## src/rtl/pwm_multichannel_pkg.sv

```systemverilog
// Shared definitions for the multichannel PWM generator.
package pwm_multichannel_pkg;

  localparam int unsigned PWM_MAX_CHANNELS = 16;
  localparam int unsigned PWM_MAX_WIDTH    = 16;

  // Count direction; only meaningful in the center-aligned build.
  typedef enum logic {
    DIR_UP   = 1'b0,
    DIR_DOWN = 1'b1
  } dir_e;

endpackage

```

## src/rtl/pwm_multichannel_prescaler.sv

```systemverilog
// Clock prescaler: one-cycle tick every PRESCALE clocks while en is high.
// Counting restarts from zero whenever en is low, so the first tick after
// enable arrives exactly PRESCALE clocks later.
module pwm_multichannel_prescaler #(
  parameter int unsigned PRESCALE = 4
) (
  input  logic clk,
  input  logic rst_n,
  input  logic en,
  output logic tick
);

  localparam int unsigned PW = (PRESCALE > 1) ? $clog2(PRESCALE) : 1;
  localparam logic [PW-1:0] LAST = PW'(PRESCALE - 1);

  logic [PW-1:0] pcnt;

  // Divider count, wrapping at PRESCALE-1 and cleared while disabled.
  always_ff @(posedge clk or negedge rst_n) begin
    if (!rst_n) begin
      pcnt <= '0;
    end else if (!en || (pcnt == LAST)) begin
      pcnt <= '0;
    end else begin
      pcnt <= pcnt + PW'(1);
    end
  end

  assign tick = en && (pcnt == LAST);

endmodule

```

## src/rtl/pwm_multichannel.sv

```systemverilog
// N-channel PWM generator sharing one prescaler and one period counter.
// Period and duties are double-buffered: load captures into pending
// registers, which become active only at a period boundary (or every clock
// while disabled). Optional build macro PWM_CENTER_ALIGNED_EN selects an
// up/down (center-aligned) counter instead of the default sawtooth.
module pwm_multichannel
  import pwm_multichannel_pkg::*;
#(
  parameter int unsigned CHANNELS = 4,
  parameter int unsigned WIDTH    = 8,
  parameter int unsigned PRESCALE = 4
) (
  input  logic                      clk,
  input  logic                      rst_n,
  input  logic                      en,
  input  logic [WIDTH-1:0]          period,
  input  logic [CHANNELS*WIDTH-1:0] duty_in,
  input  logic                      load,
  output logic [CHANNELS-1:0]       pwm_out,
  output logic                      period_tick,
  output logic [WIDTH-1:0]          cnt
);

  // Reject parameter values outside the supported range at elaboration.
  if ((CHANNELS < 1) || (CHANNELS > PWM_MAX_CHANNELS)) begin : g_bad_channels
    $error("pwm_multichannel: CHANNELS out of range");
  end
  if ((WIDTH < 2) || (WIDTH > PWM_MAX_WIDTH)) begin : g_bad_width
    $error("pwm_multichannel: WIDTH out of range");
  end

  logic                      tick;
  logic                      boundary_c;
  logic [WIDTH-1:0]          cnt_nxt;
  logic [WIDTH-1:0]          period_pend;
  logic [WIDTH-1:0]          period_act;
  logic [CHANNELS*WIDTH-1:0] duty_pend;
  logic [CHANNELS*WIDTH-1:0] duty_act;
  logic [CHANNELS-1:0]       cmp_c;

  pwm_multichannel_prescaler #(
    .PRESCALE (PRESCALE)
  ) u_prescaler (
    .clk   (clk),
    .rst_n (rst_n),
    .en    (en),
    .tick  (tick)
  );

  // Pending shadow registers; the last load before a boundary wins.
  always_ff @(posedge clk or negedge rst_n) begin
    if (!rst_n) begin
      period_pend <= '0;
      duty_pend   <= '0;
    end else if (load) begin
      period_pend <= period;
      duty_pend   <= duty_in;
    end
  end

`ifdef PWM_CENTER_ALIGNED_EN
  dir_e dir;
  dir_e dir_nxt;

  // Up/down counter; the boundary is the tick on which cnt returns to 0.
  always_comb begin
    cnt_nxt    = cnt;
    dir_nxt    = dir;
    boundary_c = 1'b0;
    if (tick) begin
      if (period_act == '0) begin
        boundary_c = 1'b1;
      end else if (dir == DIR_UP) begin
        if (cnt == period_act) begin
          dir_nxt = DIR_DOWN;
          cnt_nxt = cnt - WIDTH'(1);
        end else begin
          cnt_nxt = cnt + WIDTH'(1);
        end
      end else begin
        cnt_nxt = cnt - WIDTH'(1);
        if (cnt == WIDTH'(1)) begin
          boundary_c = 1'b1;
          dir_nxt    = DIR_UP;
        end
      end
    end
  end

  // Direction flag, forced up whenever the counter restarts.
  always_ff @(posedge clk or negedge rst_n) begin
    if (!rst_n) begin
      dir <= DIR_UP;
    end else if (!en) begin
      dir <= DIR_UP;
    end else begin
      dir <= dir_nxt;
    end
  end
`else
  // Sawtooth counter; wrapping at period_act is the boundary.
  always_comb begin
    cnt_nxt    = cnt;
    boundary_c = 1'b0;
    if (tick) begin
      if (cnt == period_act) begin
        cnt_nxt    = '0;
        boundary_c = 1'b1;
      end else begin
        cnt_nxt = cnt + WIDTH'(1);
      end
    end
  end
`endif

  // Counter, boundary pulse and active-register reload.
  always_ff @(posedge clk or negedge rst_n) begin
    if (!rst_n) begin
      cnt         <= '0;
      period_tick <= 1'b0;
      period_act  <= '0;
      duty_act    <= '0;
    end else if (!en) begin
      cnt         <= '0;
      period_tick <= 1'b0;
      period_act  <= period_pend;
      duty_act    <= duty_pend;
    end else begin
      cnt         <= cnt_nxt;
      period_tick <= boundary_c;
      if (boundary_c) begin
        period_act <= period_pend;
        duty_act   <= duty_pend;
      end
    end
  end

  // Per-channel compare against the shared counter.
  for (genvar i = 0; i < CHANNELS; i++) begin : g_cmp
    assign cmp_c[i] = cnt < duty_act[i*WIDTH +: WIDTH];
  end

  // Registered outputs, held low while disabled.
  always_ff @(posedge clk or negedge rst_n) begin
    if (!rst_n) begin
      pwm_out <= '0;
    end else if (!en) begin
      pwm_out <= '0;
    end else begin
      pwm_out <= cmp_c;
    end
  end

endmodule

```

## config.mk

```make
export PLATFORM = sky130hd
export DESIGN_NAME = pwm_multichannel
export DESIGN_NICKNAME = d
export VERILOG_FILES = /design/src/rtl/pwm_multichannel_pkg.sv /design/src/rtl/pwm_multichannel_prescaler.sv /design/src/rtl/pwm_multichannel.sv
export SDC_FILE = /design/constraint.sdc
export NUM_CORES = 1
export LEC_CHECK = 0
export BUFFER_PORTS_ARGS = -buffer_cell sky130_fd_sc_hd__buf_2
export CAP_MARGIN = 20
export CORE_ASPECT_RATIO = 0.6
export CORE_MARGIN = 5
export CORE_UTILIZATION = 52
export CTS_CLUSTER_SIZE = 24
export DETAILED_ROUTE_END_ITERATION = 6
export PLACE_DENSITY = 0.82
export REMOVE_ABC_BUFFERS = 1
export SYNTH_ARGS = -nofsm -noshare
export SYNTH_HDL_FRONTEND = slang
export SYNTH_SLANG_ARGS = --single-unit
```

## constraint.sdc

```tcl
create_clock -name clk -period 2.02 [get_ports clk]
set_clock_uncertainty 0.2 [all_clocks]
set_input_delay 0.202 -clock clk [delete_from_list [all_inputs] [get_ports clk]]
set_output_delay 0.202 -clock clk [all_outputs]
set_load 0.005 [all_outputs]
```

==> results.cfg, run 1 <==
[sta]
relSlewSlack_pct = 72.1
finalSetupViolations = 41
rsz0062_at_grt = yes
clock.fmax_mhz = 466
fin_crit_ps = 2140
finalCritPeriodShare_pct = 106
tns_ps = -4020
report.final.slew_viol_count = 0
hold_violations = 0
fin_ws_ps = -125
max_slew.worst_pin.slew_ps = 418

[critical_path]
path_class = flop to flop
arrival_ps = 2180
end_kind = flop
crit_path_start_kind = flop
cp_max_fo = 5
required_ps = 2050

[power_and_ir_drop]
p_leak_uw = 0.00309
power-per-cell-area_nw_per_um2 = 756
peakVddDrop_v = 0.000479

[synth]
ys_top_cells_by_area = dfrtp_1 (53%), mux2_2 (20%), ha_1 (8.3%)
synth_warnings = 0
synth_most_common_cell = dfrtp_1
ys_types = 34
yosysSeqAreaShare_pct = 52.8
synth-seq-cells = 95
synth_area_per_cell_um2 = 13.0
syn_inst = 346
yosys.area.top_type = dfrtp_1
synth_top_area_share_pct = 52.8
async_flop_share_pct = 100
synth-edff-count = 0
netlist_area_um2 = 4500
synth_commonest_cells = dfrtp_1 (95), mux2_2 (78), ha_1 (30), inv_1 (29), nand2_1 (10)
ys.flop_type = dfrtp_1

[place]
numPortBuffers = 56
dp_hpwl_um = 6260
gp_congestion = 0.885
dp_slack_ps = -63.5

[final_layout]
drive_gt1_share_pct = 41.8
syn_to_final_growth_pct = 36.8
post-route-util_pct = 72.5
nFillCells = 564
fin_nets = 550
num_antenna_cells = 0

[detailed_routing]
drt_iter0_drc = 166
vias = 3194
post_drt_wl_per_cell_um = 18.5
drt-total-wl_um = 11000
via_per_inst = 5.40
drc_errors = 0
drt-pass1-iter-count = 4
ant_nets = 0

[grt]
track_usage_pct = 19.9
grt_pass1_wl_um = 16000
antenna_found_initial = 0
grt_max_degree = 41
gr-total-overflow = 0
grt_pass1_vias = 3322

[floorplanning]
dieArea_um2 = 10700
initial_core_util_pct = 53.0
ioPinCount = 57
die_y_um = 82.1
fp.dieW_um = 130
coreArea_um2 = 8490
rows = 26

[cts]
path_clk_slew_ps = 60
cts_tree = done
root_buffer = clkbuf_16
cts_buffer_depth = 2
clkLatencyLatePin_ps = 350
cts.sinks = 95
cts-buffers-inserted = 9
h-tree-depth = 3

[status]
violations = negative setup slack
status = finished with violations

[worst_hold_path]
hp-class = input pin to flop

[flow_run]
maxCapViolations = 0
==> where the power goes <==
part	total, uW	switching [uW]	internal [uW]
clock	1610	660	955
sequential	2250	129	2120
combinational	793	318	475
total	4650	1110	3550
==> area by class of cell <==
cell class              count  area [um2]  share of cell area [%]
flip-flops and latches     95        2380                    38.6
multi-input cells         208        2120                    34.4
repair buffers            133        1130                    18.3
clock buffers              14         284                    4.61
well taps                 112         140                    2.28
inverters                  29         109                    1.77
==> worst max-delay path: stages (launching register included) <==
cell	delay [ps]
dfrtp_1	410
xnor2_1	190
nand4_1	260
o31ai_4	290
buf_6	200
clkbuf_16	180
mux2_4	290
==> metal layers <==
| layer | part of all wire [%] | global-route usage [%] | up-vias |
|---|---|---|---|
| met4 | 2.7 | 8.30 | 0 |
| met3 | 6.4 | 6.63 | 24 |
| li1 | - | - | 1497 |
| met2 | 46 | 32.1 | 102 |
| met1 | 45 | 24.8 | 1571 |
| met5 | 0 | 0 | - |
==> registers in the layout, summed over array words and instances, names as in the netlist <==
name              cells
cnt                   8
duty_act             32
duty_pend            32
period_act            8
period_pend           8
period_tick           1
pwm_out               4
u_prescaler.pcnt      2
==> placed cells by master (no fill, tap or decap), types with 2 or more instances in the layout <==
cell           count
o22ai_1            8
o211ai_1           2
clkbuf_16         13
mux2_4            32
mux2_2            48
o21a_1             4
nand2_1           10
dlygate4sd3_1     41
ha_2               2
and3_1             6
xnor2_1            8
a211o_1            4
buf_8              2
a21boi_0           2
buf_4             23
a21o_1             4
or3_4              4
nand3b_1           2
buf_2             55
o21ai_0            5
inv_1             29
nand2b_1           8
buf_12             4
nor2_1             8
ha_1              28
and4b_1            4
nand4_1            2
nand3_1            4
buf_6              3
dfrtp_1           94
a221oi_2           4
clkbuf_8           4
==> final timing paths <==
path / start / to / slack (ps) / cells after the start
setup / recovery: cnt[3]$_DFFE_PN0P_ / duty_act[10]$_DFFE_PN0P_ / -120 / 6
min in group asynchronous: rst_n / duty_act[16]$_DFFE_PN0P_ / 150 / 2
setup reg to reg: cnt[3]$_DFFE_PN0P_ / duty_act[10]$_DFFE_PN0P_ / -120 / 6
hold reg to reg: u_prescaler.pcnt[0]$_DFF_PN0_ / u_prescaler.pcnt[0]$_DFF_PN0_ / 250 / 1
max in group asynchronous: rst_n / duty_act[7]$_DFFE_PN0P_ / 860 / 3
hold / removal: en / pwm_out[1]$_DFF_PN0_ / 60 / 3
==> kinds of logic (layout without fill, tap and decap cells) <==
family          Yosys count  after routing  synth area share (%)
compound gates           39             39                  6.58
xor+xnor                  8              8                  1.56
fa+ha+maj                30             30                  8.34
buf+inv                  43            176                  4.33
flops                    95             95                  52.8
mux                      80             80                  20.0
simple gates             51             51                  6.39
==> per-stage QoR <==
step	instances	hold slack, ps	cell area (um2)	power, uW
global placement	519	-41.5	5030	2820
detailed placement	519	-34.7	5030	2870
floorplan	332	-294	4420	2610
CTS	578	45.9	5810	4560
global route	591	79.9	6160	4880
finish	591	61.0	6160	4650
==> what timing repair did <==
action	CTS	global route
endpoints found under the hold margin	115	0
setup endpoints to repair	44	46
pin swaps	0	8
resized for setup	6	47
hold buffers	41	0
cloned	1	6
setup buffers	3	8
(Power assumes the default switching activity.)
==> inputs of run 2 (changes only) <==
--- a/config.mk
+++ b/config.mk
@@ -7,12 +7,14 @@
 export LEC_CHECK = 0
 export BUFFER_PORTS_ARGS = -buffer_cell sky130_fd_sc_hd__buf_2
 export CAP_MARGIN = 20
+export CELL_PAD_IN_SITES_DETAIL_PLACEMENT = 1
+export CELL_PAD_IN_SITES_GLOBAL_PLACEMENT = 1
 export CORE_ASPECT_RATIO = 0.6
 export CORE_MARGIN = 5
-export CORE_UTILIZATION = 52
+export CORE_UTILIZATION = 42
 export CTS_CLUSTER_SIZE = 24
 export DETAILED_ROUTE_END_ITERATION = 6
-export PLACE_DENSITY = 0.82
+export PLACE_DENSITY = 0.81
 export REMOVE_ABC_BUFFERS = 1
 export SYNTH_ARGS = -nofsm -noshare
 export SYNTH_HDL_FRONTEND = slang
==> results.cfg, run 2 (synthesized netlist as in run 1, its figures left out) <==
[status]
status = finished with violations
violations = negative setup slack

[detailed_routing]
drc_errors = 0
vias = 3248
via_per_inst = 5.27
drt-pass1-iter-count = 4
ant_nets = 0
drt-total-wl_um = 11500
post_drt_wl_per_cell_um = 18.6
drt_iter0_drc = 134

[grt]
grt_pass1_wl_um = 17900
track_usage_pct = 17.6
use_met1_pct = 22.1
use_met2_pct = 29.9
antenna_found_initial = 0
grt_most_used_layer = met2
gr-total-overflow = 0
grt_max_degree = 44
met3_usage_pct = 4.40
grt_pass1_vias = 3570

[floorplanning]
fp.dieW_um = 144
rows = 29
die_y_um = 90.2
ioPinCount = 57
coreArea_um2 = 10500
initial_core_util_pct = 42.8
dieArea_um2 = 13000

[place]
numPortBuffers = 56
gp_congestion = 0.790
dp_slack_ps = -185
dp_hpwl_um = 7340

[power_and_ir_drop]
peakVddDrop_v = 0.000478
power-per-cell-area_nw_per_um2 = 817
p_leak_uw = 0.00293

[cts]
root_buffer = clkbuf_16
cts.sinks = 95
path_clk_slew_ps = 70
cts_tree = done
cts_buffer_depth = 2
cts-buffers-inserted = 9
clkLatencyLatePin_ps = 350
h-tree-depth = 3

[flow_run]
maxCapViolations = 0

[sta]
finalCritPeriodShare_pct = 104
fin_ws_ps = -76.9
rsz0062_at_grt = yes
fin_crit_ps = 2100
hold_violations = 0
clock.fmax_mhz = 477
whs_ps = 94.6
tns_ps = -1710
finalSetupViolations = 40
relSlewSlack_pct = 69.9
max_slew.worst_pin.slew_ps = 452
report.final.slew_viol_count = 0

[critical_path]
path_class = flop to flop
slowest_stage = dfrtp_1
cp_max_fo = 8
end_kind = flop
r2r_setup_slack_ps = -80
rr_worst_depth = 6
crit_path_start_kind = flop
cpPeakStageDelay_ps = 420
required_ps = 2060
crit_chain = xnor2_1, nand4_1, o31ai_4, buf_4, buf_6, mux2_2
arrival_ps = 2130

[final_layout]
syn_to_final_growth_pct = 33.7
fin_nets = 546
final_common_cell = dfrtp_1
reg_top3 = duty_act (32), duty_pend (32)
drive_gt1_share_pct = 40.9
num_antenna_cells = 0
mostFrequentLayoutCells = dfrtp_1 (95), mux2_2 (77), buf_2 (56)

[worst_hold_path]
hp-class = input pin to flop
whs_path_depth = 3
-- run 2: changes by cell type in the layout (fill, tap and decap cells not counted), sizes merged --
| cell | previous run | this run |
|---|---|---|
| clkbuf | 18 | 11 |
| bufinv | 0 | 3 |
| inv | 29 | 31 |
| buf | 88 | 87 |
| clkinv | 0 | 1 |
-- run 2: layer usage --
metal	share of wire (%)	wire, um	up-vias
met5	0	0	-
met4	2.1	244	0
met3	4.7	536	24
met2	50	5720	66
met1	43	4960	1670
li1	-	-	1488
-- run 2: power by group --
group          total, uW  switching (uW)  internal (uW)
combinational        708             306            402
sequential          2240             125           2110
clock               1970             749           1220
-- run 2: path summary, 6_finish.rpt --
kind	start	end
setup / recovery	cnt[7]$_DFFE_PN0P_	duty_act[16]$_DFFE_PN0P_
max in group asynchronous	rst_n	duty_act[9]$_DFFE_PN0P_
hold / removal	en	pwm_out[3]$_DFF_PN0_
min in group asynchronous	rst_n	duty_act[24]$_DFFE_PN0P_
setup reg to reg	cnt[7]$_DFFE_PN0P_	duty_act[16]$_DFFE_PN0P_
hold reg to reg	u_prescaler.pcnt[0]$_DFF_PN0_	u_prescaler.pcnt[0]$_DFF_PN0_
-- run 2: per-stage QoR --
step                      utilization [%]  instances  cell area, um2  power [uW]
after floorplan                         -        332            4420        2610
after global placement               47.9        546            5040        2820
after detailed placement             47.9        546            5040        2880
after CTS                            55.8        606            5870        4930
after global routing                 57.2        616            6020        5150
final                                57.2        616            6020        4920
-- run 2: what timing repair did --
action                                  CTS  global route
endpoints found under the setup margin   43            44
hold endpoints to repair                 72             0
resized for setup                        11            20
hold buffers                             41             0
setup buffers                             3            10
pin swaps                                 3             9
cloned                                    0             1
-- run 2: final cells by class --
type	count	area, um2
well taps	139	174
clock inverters	6	116
inverters	29	109
flip-flops and latches	95	2380
fillers	1075	4500
repair buffers	129	1000
multi-input cells	208	2010
clock buffers	10	229
-- run 2: worst max-delay path, delay by kind of cell, from the launching register on --
family                    cells  cell delay (ps)
DFF                           1              420
buffers and inverters         2              330
muxes                         1              350
AOI/OAI and AO/OA             1              300
and+or+nand+nor               1              200
xor gates and xnor gates      1              180
==> inputs of run 3 (changes only) <==
--- a/config.mk
+++ b/config.mk
@@ -14,7 +14,7 @@
 export CORE_UTILIZATION = 42
 export CTS_CLUSTER_SIZE = 24
 export DETAILED_ROUTE_END_ITERATION = 6
-export PLACE_DENSITY = 0.81
+export PLACE_DENSITY_LB_ADDON = 0.1
 export REMOVE_ABC_BUFFERS = 1
 export SYNTH_ARGS = -nofsm -noshare
 export SYNTH_HDL_FRONTEND = slang
==> results.cfg, run 3 (synthesized netlist as in run 1, its figures left out) <==
[final_layout]
stdcell_area_um2 = 6220
syn_to_final_growth_pct = 38.1
num_antenna_cells = 0
reg_top3 = duty_act (32), duty_pend (32)
fin_nets = 549
mostFrequentLayoutCells = dfrtp_1 (95), buf_2 (56), mux2_2 (48)
final_common_cell = dfrtp_1
drive_gt1_share_pct = 41.1

[critical_path]
cp_max_fo = 11
r2r_end = period_act[0]$_DFFE_PN0P_
cp-startpoint = cnt[7]$_DFFE_PN0P_
path_class = flop to flop
end_kind = flop
r2r_setup_slack_ps = -80
required_ps = 2040
r2r_start = cnt[7]$_DFFE_PN0P_
crit_path_start_kind = flop
arrival_ps = 2120
rr_worst_depth = 6
critPathCapture = period_act[0]$_DFFE_PN0P_

[sta]
finalCritPeriodShare_pct = 104
whs_ps = 91.2
max_slew.worst_pin.slew_ps = 372
clock.fmax_mhz = 476
report.final.slew_viol_count = 0
fin_crit_ps = 2100
relSlewSlack_pct = 74.8
finalSetupViolations = 40
hold_violations = 0
fin_ws_ps = -79.3
rsz0062_at_grt = yes

[detailed_routing]
via_per_inst = 5.12
drt-pass1-iter-count = 4
vias = 3164
drt-total-wl_um = 11400
drt_iter0_drc = 130
ant_nets = 0
post_drt_wl_per_cell_um = 18.4
drc_errors = 0

[place]
dpl_cell_area_um2 = 5070
dp_hpwl_um = 7090
numPortBuffers = 56
dp_slack_ps = -63.9
gp_congestion = 0.780

[grt]
gr-total-overflow = 0
grt_most_used_layer = met2
grt_max_degree = 43
antenna_found_initial = 0
use_met1_pct = 24.6
use_met2_pct = 28.0
grt_pass1_vias = 3432
grt_pass1_wl_um = 17900
met3_usage_pct = 4.72
track_usage_pct = 17.7

[floorplanning]
die_y_um = 90.2
initial_core_util_pct = 42.8
coreArea_um2 = 10500
rows = 29
fp.dieW_um = 144
dieArea_um2 = 13000
ioPinCount = 57

[cts]
cts_tree = done
h-tree-depth = 3
root_buffer = clkbuf_16
cts_buffer_depth = 2
clkLatencyLatePin_ps = 340
cts.sinks = 95
path_clk_slew_ps = 70
cts-buffers-inserted = 9

[worst_hold_path]
whs_path_depth = 3
hp-class = input pin to flop

[status]
status = finished with violations
violations = negative setup slack

[power_and_ir_drop]
p_leak_uw = 0.00312
peakVddDrop_v = 0.000540
power_uw = 5070
power-per-cell-area_nw_per_um2 = 816

[flow_run]
maxCapViolations = 0
==> run 3: cell count changes in the layout (fill, tap and decap cells not counted), moves of 2 or more <==
cell       change
buf_16         +2
clkbuf_16      +2
ha_1           +3
ha_4           -2
inv_6          -2
mux2_1         -2
mux2_2        -29
mux2_4        +31
==> run 3: stage by stage <==
| step | utilization, % | instances | TNS (ps) |
|---|---|---|---|
| final | 59.1 | 618 | -2060 |
| after global routing | 59.1 | 618 | -5220 |
| after CTS | 57.8 | 608 | -3970 |
| after detailed placement | 48.2 | 547 | -1760 |
| after global placement | 48.2 | 547 | -143 |
| after floorplan | - | 332 | -36370 |
==> run 3: area by class of cell <==
type / instances / area [um2]
fillers: 1053 / 4300
well taps: 139 / 174
flip-flops and latches: 95 / 2380
clock buffers: 9 / 225
multi-input cells: 208 / 2100
clock inverters: 6 / 134
repair buffers: 132 / 1100
inverters: 29 / 109
==> run 3: routing by layer <==
layer  wire (um)  vias to the layer above
li1            -                     1488
met1        5410                     1602
met2        5330                       67
met3         535                        7
met4          87                        0
met5           0                        -
==> run 3: power breakdown <==
group | leakage [uW] | internal, uW | switching, uW
Combinational | 0.00181 | 477 | 318
Sequential | 0.00113 | 2120 | 127
Clock | 0.000175 | 1330 | 709
Total | 0.00312 | 3920 | 1150
==> run 3: timing repair <==
action / in CTS / in global routing
gates resized for setup: 41 / 9
setup buffers: 3 / 7
gates cloned: 2 / 3
endpoints found under the hold margin: 135 / 0
hold buffers: 41 / 0
setup endpoints to repair: 45 / 45
pin swaps: 3 / 6
==> run 3: worst min path at each step <==
stage	startpoint	end	slack, ps
6_report	en	pwm_out[2]$_DFF_PN0_	90
5_1_grt	en	pwm_out[2]$_DFF_PN0_	80
4_1_cts	en	pwm_out[2]$_DFF_PN0_	60
3_5_place_dp	rst_n	duty_pend[8]$_DFFE_PN0P_	-60
3_3_place_gp	rst_n	duty_pend[8]$_DFFE_PN0P_	-70
2_1_floorplan	rst_n	cnt[0]$_DFFE_PN0P_	-290
==> run 3: worst max-delay path, stage by stage, from the launching register on <==
cell     delay [ps]
dfrtp_1         410
xnor2_2         180
nand4_1         240
o31ai_4         290
buf_6           170
buf_12          150
mux2_2          340
